### src/rtl/integ_dump_ctrl.sv
// integ_dump_ctrl: integrate-and-dump controller.
//   After a start, sums cfg_len unsigned samples into an accumulator, then
//   presents the total on a valid/ready output. With cfg_cont set it re-arms
//   a new window on each accepted dump. Otherwise it returns to IDLE.
//
// Ports
//   clk, rstb            clock (rising edge), asynchronous active-low reset
//   start, abort         window request (honoured only in IDLE); abort to IDLE
//   cfg_len, cfg_cont    window length and auto-restart, latched on start
//   in_valid, in_data    sample strobe and unsigned sample
//   out_ready            consumer accepts result
//   out_valid, out_data  result handshake and integrated value
//   out_ovf              accumulator overflowed during the window
//   busy                 high in RUN or DUMP
//   drop                 sticky: a sample arrived while a result was pending
//
// Build option
//   INTEG_OVF_DET_EN  saturate the accumulator on carry-out and report it on
//                     out_ovf. When not defined, the sum wraps and out_ovf is 0.
module integ_dump_ctrl #(
  parameter int N     = 4,
  parameter int CNT_W = 8,
  parameter int ACC_W = 12
) (
  input  logic             clk,
  input  logic             rstb,
  input  logic             start,
  input  logic             abort,
  input  logic [CNT_W-1:0] cfg_len,
  input  logic             cfg_cont,
  input  logic             in_valid,
  input  logic [N-1:0]     in_data,
  input  logic             out_ready,
  output logic             out_valid,
  output logic [ACC_W-1:0] out_data,
  output logic             out_ovf,
  output logic             busy,
  output logic             drop
);

  typedef enum logic [1:0] {IDLE, RUN, DUMP} state_t;

  state_t           state_q;
  logic [ACC_W-1:0] acc_q, acc_d;
  logic [CNT_W-1:0] cnt_q, len_q;
  logic             cont_q, ov_q, drop_q;
  logic [ACC_W-1:0] od_q;
  logic             last_smp;

`ifdef INTEG_OVF_DET_EN
  logic             wovf_q, wovf_d, oo_q;
  logic [ACC_W:0]   sum_full;

  // A carry out pins the accumulator at all-ones. Later adds keep it there
  // because a saturated value plus any nonzero sample carries again.
  assign sum_full = {1'b0, acc_q} + {{(ACC_W + 1 - N){1'b0}}, in_data};
  assign acc_d    = sum_full[ACC_W] ? {ACC_W{1'b1}} : sum_full[ACC_W-1:0];
  assign wovf_d   = wovf_q | sum_full[ACC_W];
  assign out_ovf  = oo_q;
`else
  assign acc_d    = acc_q + ACC_W'(in_data);
  assign out_ovf  = 1'b0;
`endif

  // cnt_q < len_q always holds in RUN, so cnt_q+1 cannot wrap.
  assign last_smp  = (cnt_q + CNT_W'(1)) == len_q;
  assign busy      = (state_q != IDLE);
  assign out_valid = ov_q;
  assign out_data  = od_q;
  assign drop      = drop_q;

  always_ff @(posedge clk or negedge rstb) begin
    if (!rstb) begin
      state_q <= IDLE;
      acc_q   <= '0;
      cnt_q   <= '0;
      len_q   <= '0;
      cont_q  <= 1'b0;
      ov_q    <= 1'b0;
      od_q    <= '0;
      drop_q  <= 1'b0;
`ifdef INTEG_OVF_DET_EN
      wovf_q  <= 1'b0;
      oo_q    <= 1'b0;
`endif
    end else if (abort) begin
      // Abort outranks start, samples and the output handshake.
      state_q <= IDLE;
      ov_q    <= 1'b0;
      acc_q   <= '0;
      cnt_q   <= '0;
`ifdef INTEG_OVF_DET_EN
      wovf_q  <= 1'b0;
`endif
    end else begin
      case (state_q)
        IDLE: begin
          if (start && (cfg_len != '0)) begin
            len_q   <= cfg_len;
            cont_q  <= cfg_cont;
            acc_q   <= '0;
            cnt_q   <= '0;
            drop_q  <= 1'b0;
`ifdef INTEG_OVF_DET_EN
            wovf_q  <= 1'b0;
`endif
            state_q <= RUN;
          end
        end
        RUN: begin
          if (in_valid) begin
            acc_q <= acc_d;
            cnt_q <= cnt_q + CNT_W'(1);
`ifdef INTEG_OVF_DET_EN
            wovf_q <= wovf_d;
`endif
            if (last_smp) begin
              od_q    <= acc_d;
              ov_q    <= 1'b1;
`ifdef INTEG_OVF_DET_EN
              oo_q    <= wovf_d;
`endif
              state_q <= DUMP;
            end
          end
        end
        DUMP: begin
          if (in_valid) drop_q <= 1'b1;
          if (out_ready) begin
            ov_q <= 1'b0;
            if (cont_q) begin
              acc_q   <= '0;
              cnt_q   <= '0;
`ifdef INTEG_OVF_DET_EN
              wovf_q  <= 1'b0;
`endif
              state_q <= RUN;
            end else begin
              state_q <= IDLE;
            end
          end
        end
        default: state_q <= IDLE;
      endcase
    end
  end

endmodule

### config.mk
export PLATFORM = sky130hd
export DESIGN_NAME = integ_dump_ctrl
export DESIGN_NICKNAME = d
export VERILOG_FILES = /design/src/rtl/integ_dump_ctrl.sv
export SDC_FILE = /design/constraint.sdc
export NUM_CORES = 1
export LEC_CHECK = 0
export ABC_AREA = 1
export CAP_MARGIN = 40
export CORE_MARGIN = 2
export CORE_UTILIZATION = 35
export DETAILED_ROUTE_END_ITERATION = 8
export PLACE_DENSITY = 0.58
export SLEW_MARGIN = 30
export SYNTH_ARGS = -nofsm -noshare
export SYNTH_HDL_FRONTEND = slang
export SYNTH_SLANG_ARGS = --single-unit
### constraint.sdc
create_clock -name clk -period 3.8 [get_ports clk]
set_input_delay 1.14 -clock clk [delete_from_list [all_inputs] [get_ports clk]]
set_output_delay 1.14 -clock clk [all_outputs]
set_load 0.01 [all_outputs]
==> results.json, run 1 <==
{
  "period_minus_slack_ps": 2940,
  "clock_insertion_delay_worst_skew_ps": 300,
  "floorplan.die.height_um": 88.4,
  "regToRegSetupSlack_ps": 1800,
  "detailedRoute.firstPassIterationCount": 4,
  "hold_path_depth": 2,
  "worst-slew-pin-transition_ps": 598,
  "stdcell_area_sq_um": 3020,
  "worst_hold_slack_ps": 474,
  "synth-main-ff-cell": "sky130_fd_sc_hd__dfrtp_1",
  "hold_crit_endpoint": "out_valid$_DFFE_PN0P_",
  "synth.largest_area_cell": "sky130_fd_sc_hd__dfrtp_1",
  "cell_with_the_most_instances_after_synthesis": "sky130_fd_sc_hd__nand2_1",
  "place_ws_ps": 527,
  "clk_path_buf_depth": 2,
  "grt_pass1_wl_mm": 8.60,
  "outcome": "finished, final reports clean",
  "share_of_post_route_cells_with_drive_strength_above_1": 0.128,
  "routed_wl_mm": 5.07,
  "vias_per_cell": 4.65,
  "period_share": 0.774,
  "grt_antenna_before_repair": 0,
  "die-width_um": 88.4,
  "syn2layout_area_growth_pct": 21.1,
  "crit_path_capture_type": "register",
  "synth_enable_flop_cells": 0,
  "detailroute.wirelength.met2_mm": 2.22,
  "maxSlewHeadroom": 0.600,
  "postSynth.asyncResetShare": 1.00,
  "drc_errors": 0,
  "wl_per_cell_um": 11.3,
  "finalWorstSetupSlack_ps": 857,
  "cts_resized": 0,
  "global_route.overflow_total": 0,
  "worst_setup_path_start_kind": "primary input",
  "cts.root.buffer_cell": "sky130_fd_sc_hd__clkbuf_8",
  "post_cts_setup_buffer_count": 0,
  "yosysTopAreaCellShare": 0.452,
  "critPathKind": "primary input to register",
  "finish.cell_count_without_fillers": 448,
  "power_density_nw_per_um2": 425,
  "cellLeakagePower_nw": 1.42,
  "numPlacedInstances": 440,
  "gpl.final_weighted_congestion": 0.784,
  "netlist_area_sq_um": 2490,
  "numClockSinks": 45,
  "first_global_vias": 1894,
  "post_dp_cell_area_sq_um": 2940,
  "portBuffers": 33,
  "rows": 30,
  "dp_hpwl_mm": 3.71,
  "capture_point_of_the_worst_reg_to_reg_path": "out_data[10]$_DFFE_PN0P_",
  "unrepaired_setup_endpoints_after_global_routing": "no",
  "worst_ir_drop_vdd_uv": 195,
  "drv_cap": 0,
  "detailroute.via_count": 2084,
  "worst-r2r-cell-count": 13,
  "groute.usage.overall": 0.143,
  "timing.final.setup_violations": 0,
  "syn_area_per_cell_sq_um": 7.97,
  "routed-wl-met3_um": 204,
  "cts.htree.levels": 2,
  "routed.top_layer": "met4",
  "io_pins": 35,
  "worst_hold_startpoint": "out_valid$_DFFE_PN0P_",
  "regToRegStartpoint": "acc_q[0]$_DFFE_PN0P_",
  "synthesis.instances": 313,
  "floorplan.die_area_sq_um": 7820,
  "cts_hold_buf": 0,
  "clock_tree_from_tritoncts": "yes",
  "synth-seq-cells": 45,
  "count_of_pins_over_their_slew_limit": 0,
  "worstPathMaxFanout": 3,
  "ys_seq_area_frac": 0.452,
  "largest_cells_by_area_after_synthesis": "sky130_fd_sc_hd__dfrtp_1 45%, sky130_fd_sc_hd__nand2_1 15%, sky130_fd_sc_hd__nand3_1 5.2%",
  "wire_length_on_met1_mm": 2.60,
  "nets": 376,
  "n_antenna_cell": 0,
  "post-route-util": 0.442,
  "ys_top_cells_by_count": "98 x sky130_fd_sc_hd__nand2_1, 45 x sky130_fd_sc_hd__dfrtp_1, 30 x sky130_fd_sc_hd__inv_1",
  "clock_skew_ps": 8.51,
  "min-delay-path-class": "register to register",
  "upper_clock_frequency_limit_mhz": 340,
  "power.total_mw": 1.28,
  "cts-buffers-inserted": 5,
  "final-hold-violation-count": 0,
  "worst-endpoint-arrival_ps": 3190,
  "initial_core_util": 0.365,
  "final.setup.tns_ps": 0,
  "yosysWarnings": 0,
  "drt_first_iter_violations": 114,
  "placeableCoreArea_sq_um": 6830,
  "synthesis.nets": 338,
  "clock_slew_seen_by_the_registers_of_the_worst_setup_and_hold_paths_ps": 90,
  "timing.critical_path.required_ps": 4040,
  "synth_cell_type_count": 29,
  "drt.antenna.violating_nets": 0,
  "grt_max_degree": 46
}
-- layout make-up --
| class | instances | area (sq um) |
|---|---|---|
| inverters | 34 | 128 |
| fillers | 725 | 3810 |
| flip-flops and latches | 45 | 1130 |
| multi-input cells | 226 | 1190 |
| clock buffers | 6 | 72.6 |
| clock inverters | 2 | 10.0 |
| repair buffers | 39 | 373 |
| well taps | 96 | 120 |
-- registers in the layout (all words and copies together), names as in the netlist --
signal	count
acc_q	12
cnt_q	8
cont_q	1
drop	1
len_q	8
out_data	12
out_valid	1
state_q	2
-- worst max-delay path, cell delays in order --
cell	delay [ps]
sky130_fd_sc_hd__clkdlybuf4s50_1	470
sky130_fd_sc_hd__ha_1	160
sky130_fd_sc_hd__inv_1	50
sky130_fd_sc_hd__fa_1	400
sky130_fd_sc_hd__inv_1	70
sky130_fd_sc_hd__nand3_1	80
sky130_fd_sc_hd__nand2_1	80
sky130_fd_sc_hd__nand2_1	80
sky130_fd_sc_hd__nor2_1	130
sky130_fd_sc_hd__inv_1	70
sky130_fd_sc_hd__nor2_1	110
sky130_fd_sc_hd__xor2_1	190
sky130_fd_sc_hd__nand3_1	90
sky130_fd_sc_hd__nand2_1	70
-- cell usage in the layout, fill, tap and decap left out, types with 5 or more instances in the layout --
cell type                         netlist  routed
sky130_fd_sc_hd__clkbuf_8               0       5
sky130_fd_sc_hd__nand2_1               98      98
sky130_fd_sc_hd__dfrtp_1               45      45
sky130_fd_sc_hd__nor2_1                14      14
sky130_fd_sc_hd__o21ai_2               10      10
sky130_fd_sc_hd__nand2_2                9       9
sky130_fd_sc_hd__inv_1                 30      30
sky130_fd_sc_hd__buf_4                  1       7
sky130_fd_sc_hd__a21oi_1                5       5
sky130_fd_sc_hd__clkdlybuf4s50_1        0      32
sky130_fd_sc_hd__o21ai_0               21      21
sky130_fd_sc_hd__xor2_1                 9       9
sky130_fd_sc_hd__ha_1                   5       5
sky130_fd_sc_hd__o22ai_1                6       6
sky130_fd_sc_hd__nand3_1               26      26
-- logic make-up after synthesis --
| family | synth area share |
|---|---|
| fa+ha+maj | 0.0331 |
| flops | 0.452 |
| other cells | 0.00150 |
| buf+inv | 0.0712 |
| simple gates | 0.291 |
| compound gates | 0.116 |
| xor+xnor | 0.0351 |
-- power breakdown --
group	internal, mW	switching (mW)
clock	0.128	0.165
sequential	0.551	0.0508
combinational	0.167	0.223
total	0.846	0.439
-- layer usage --
metal  global-route usage  vias up
met2                0.224       48
met1                0.194      950
li1                     -     1081
met3               0.0354        5
met5                    0        -
met4               0.0482        0
-- worst max-delay path by stage --
stage / end / start / slack [ps] / cells after the start
2_1_floorplan: out_data[10]$_DFFE_PN0P_ / in_data[0] / 1180 / 13
3_3_place_gp: out_data[10]$_DFFE_PN0P_ / in_data[0] / 570 / 14
3_5_place_dp: out_data[10]$_DFFE_PN0P_ / in_data[0] / 530 / 14
4_1_cts: out_data[10]$_DFFE_PN0P_ / in_data[0] / 830 / 14
5_1_grt: acc_q[10]$_DFFE_PN0P_ / in_data[0] / 600 / 14
6_report: out_data[10]$_DFFE_PN0P_ / in_data[0] / 860 / 14
Note: power is estimated with default switching activity, not from simulation.
==> run 2, diff against run 1 <==
PLACE_DENSITY = 0.6   (was 0.58)
clock period = 2.42 ns   (was 3.8 ns; I/O delays follow)
==> run 2 against run 1 <==
  * Total power up 62%
  * Core utilization is 2.3 points higher
  * Design area up 5.3%
  * Global-route usage is 0.078 points higher
  * Non-clock buffer count is 13 higher
  * Largest power group unchanged
  * Critical path depth shrank 5
  * Sequential share of layout area shrank 1.9 points
  * Flip-flop and latch count unchanged
  * Routed wire length up 2.4%
  * Die area unchanged
  * Hold slack worse by 130 ps
  * Sequential power increased by 58%
==> results.json, run 2 (same netlist as run 1, synthesis figures left out) <==
{
  "outcome": "finished, final reports clean",
  "max_stage_delay_ps": 430,
  "first_global_vias": 1959,
  "wl_per_cell_um": 11.3,
  "numClockSinks": 45,
  "numPlacedInstances": 452,
  "n_antenna_cell": 0,
  "finalWorstSetupSlack_ps": 183,
  "worst-slew-pin-transition_ps": 610,
  "groute.usage.overall": 0.144,
  "worst-endpoint-arrival_ps": 2470,
  "worst_setup_path_start_kind": "primary input",
  "worst_ir_drop_vdd_uv": 397,
  "layout_commonest_cell": "sky130_fd_sc_hd__nand2_1",
  "maxSlewHeadroom": 0.592,
  "die-width_um": 88.4,
  "cts.htree.levels": 2,
  "upper_clock_frequency_limit_mhz": 447,
  "layout.filler_cells": 703,
  "clk_path_buf_depth": 2,
  "drt_first_iter_violations": 51,
  "detailroute.via_count": 2124,
  "io_pins": 35,
  "min-delay-path-class": "primary input to asynchronous set/reset pin",
  "cts.root.buffer_cell": "sky130_fd_sc_hd__clkbuf_8",
  "floorplan.die.height_um": 88.4,
  "initial_core_util": 0.365,
  "timing.final.setup_violations": 0,
  "syn2layout_area_growth_pct": 27.4,
  "period_minus_slack_ps": 2240,
  "vias_per_cell": 4.61,
  "worst-r2r-cell-count": 13,
  "regToRegStartpoint": "acc_q[0]$_DFFE_PN0P_",
  "floorplan.die_area_sq_um": 7820,
  "period_share": 0.925,
  "cts-buffers-inserted": 5,
  "capture_point_of_the_worst_reg_to_reg_path": "out_data[10]$_DFFE_PN0P_",
  "placeableCoreArea_sq_um": 6830,
  "nets": 389,
  "worst_hold_slack_ps": 349,
  "place_ws_ps": -371,
  "drc_errors": 0,
  "timing.critical_path.required_ps": 2650,
  "regToRegSetupSlack_ps": 520,
  "power_density_nw_per_um2": 656,
  "dp_hpwl_mm": 4.01,
  "global_route.overflow_total": 0,
  "drv_cap": 0,
  "clock_tree_from_tritoncts": "yes",
  "drt.antenna.violating_nets": 0,
  "routed_wl_mm": 5.20,
  "cpMostUsedCell": "sky130_fd_sc_hd__nand2_1",
  "critPathKind": "primary input to register",
  "detailedRoute.firstPassIterationCount": 4,
  "gpl.final_weighted_congestion": 0.821,
  "cellLeakagePower_nw": 1.52,
  "final-hold-violation-count": 0,
  "share_of_post_route_cells_with_drive_strength_above_1": 0.192,
  "grt_pass1_wl_mm": 8.67,
  "crit_path_capture_type": "register",
  "grt_max_degree": 23,
  "portBuffers": 33,
  "clock_insertion_delay_worst_skew_ps": 310,
  "mostFrequentLayoutCells": "96 x sky130_fd_sc_hd__nand2_1, 45 x sky130_fd_sc_hd__dfrtp_1, 31 x sky130_fd_sc_hd__clkdlybuf4s50_1",
  "grt_antenna_before_repair": 0,
  "worstPathMaxFanout": 4,
  "cpMaxStageDelayCell": "sky130_fd_sc_hd__clkdlybuf4s50_1",
  "clock_slew_seen_by_the_registers_of_the_worst_setup_and_hold_paths_ps": 100,
  "clock_skew_ps": 12.8,
  "finish.cell_count_without_fillers": 461,
  "cp_cell_sequence": "clkdlybuf4s50_1 -> ha_1 -> inv_1 -> nor3_1 -> nand2_1 -> o21ai_1 -> nand2_1 -> xor2_2 -> o21ai_0",
  "rows": 30,
  "count_of_pins_over_their_slew_limit": 0
}
==> run 2: metal layers <==
layer  routed length [um]  track usage  vias to the layer above  part of all wire
met4                   50       0.0372                        0            0.0096
met2                 2450        0.247                       41              0.47
met3                  177       0.0308                        7             0.034
met5                    0            0                        -                 0
li1                     -            -                     1107                 -
met1                 2520        0.184                      969              0.49
==> run 2: power by group <==
part           internal, mW  switching [mW]  total (mW)
Clock                 0.211           0.279       0.489
Combinational         0.288           0.357       0.645
Sequential            0.865          0.0836       0.949
Total                  1.36           0.719        2.08
==> run 2: area by class of cell <==
type,count,area (sq um),area share
clock inverters,3,25.0,0.00787
repair buffers,52,483,0.152
multi-input cells,226,1230,0.386
flip-flops and latches,45,1130,0.354
inverters,34,128,0.0402
well taps,96,120,0.0378
clock buffers,5,68.8,0.0217
==> run 2: repair_timing <==
item                                    in CTS  in global routing
pin swaps                                    4                  7
buffers inserted                             1                  0
gates resized for setup                      5                 10
endpoints found under the setup margin       2                  7
hold buffers                                 0                  0
==> run 2: through the flow <==
stage	area, sq um	power (mW)	TNS (ps)	util
after global routing	3180	2.24	-0.851	0.465
after detailed placement	3040	1.61	-3600	0.445
final	3180	2.08	0	0.465
after floorplan	2490	1.35	0	-
after global placement	3040	1.60	-3630	0.445
after CTS	3150	2.11	0	0.461
==> run 2: worst max-delay path, delay by kind of cell <==
family          cells  cell delay, ps
compound gates      2             320
xor+xnor            1             180
fa+ha+maj           1             370
buf+inv             2             500
simple gates        3             370
==> run 2: how the worst max path moves through the flow <==
stage	slack (ps)	from	to	cells after the start
6_report	180	in_data[3]	acc_q[9]$_DFFE_PN0P_	9
5_1_grt	-0.9	in_data[3]	acc_q[9]$_DFFE_PN0P_	9
4_1_cts	0.3	in_data[0]	out_data[10]$_DFFE_PN0P_	14
3_5_place_dp	-370	in_data[0]	out_data[10]$_DFFE_PN0P_	14
3_3_place_gp	-370	in_data[0]	out_data[10]$_DFFE_PN0P_	14
2_1_floorplan	220	in_data[0]	out_data[10]$_DFFE_PN0P_	13
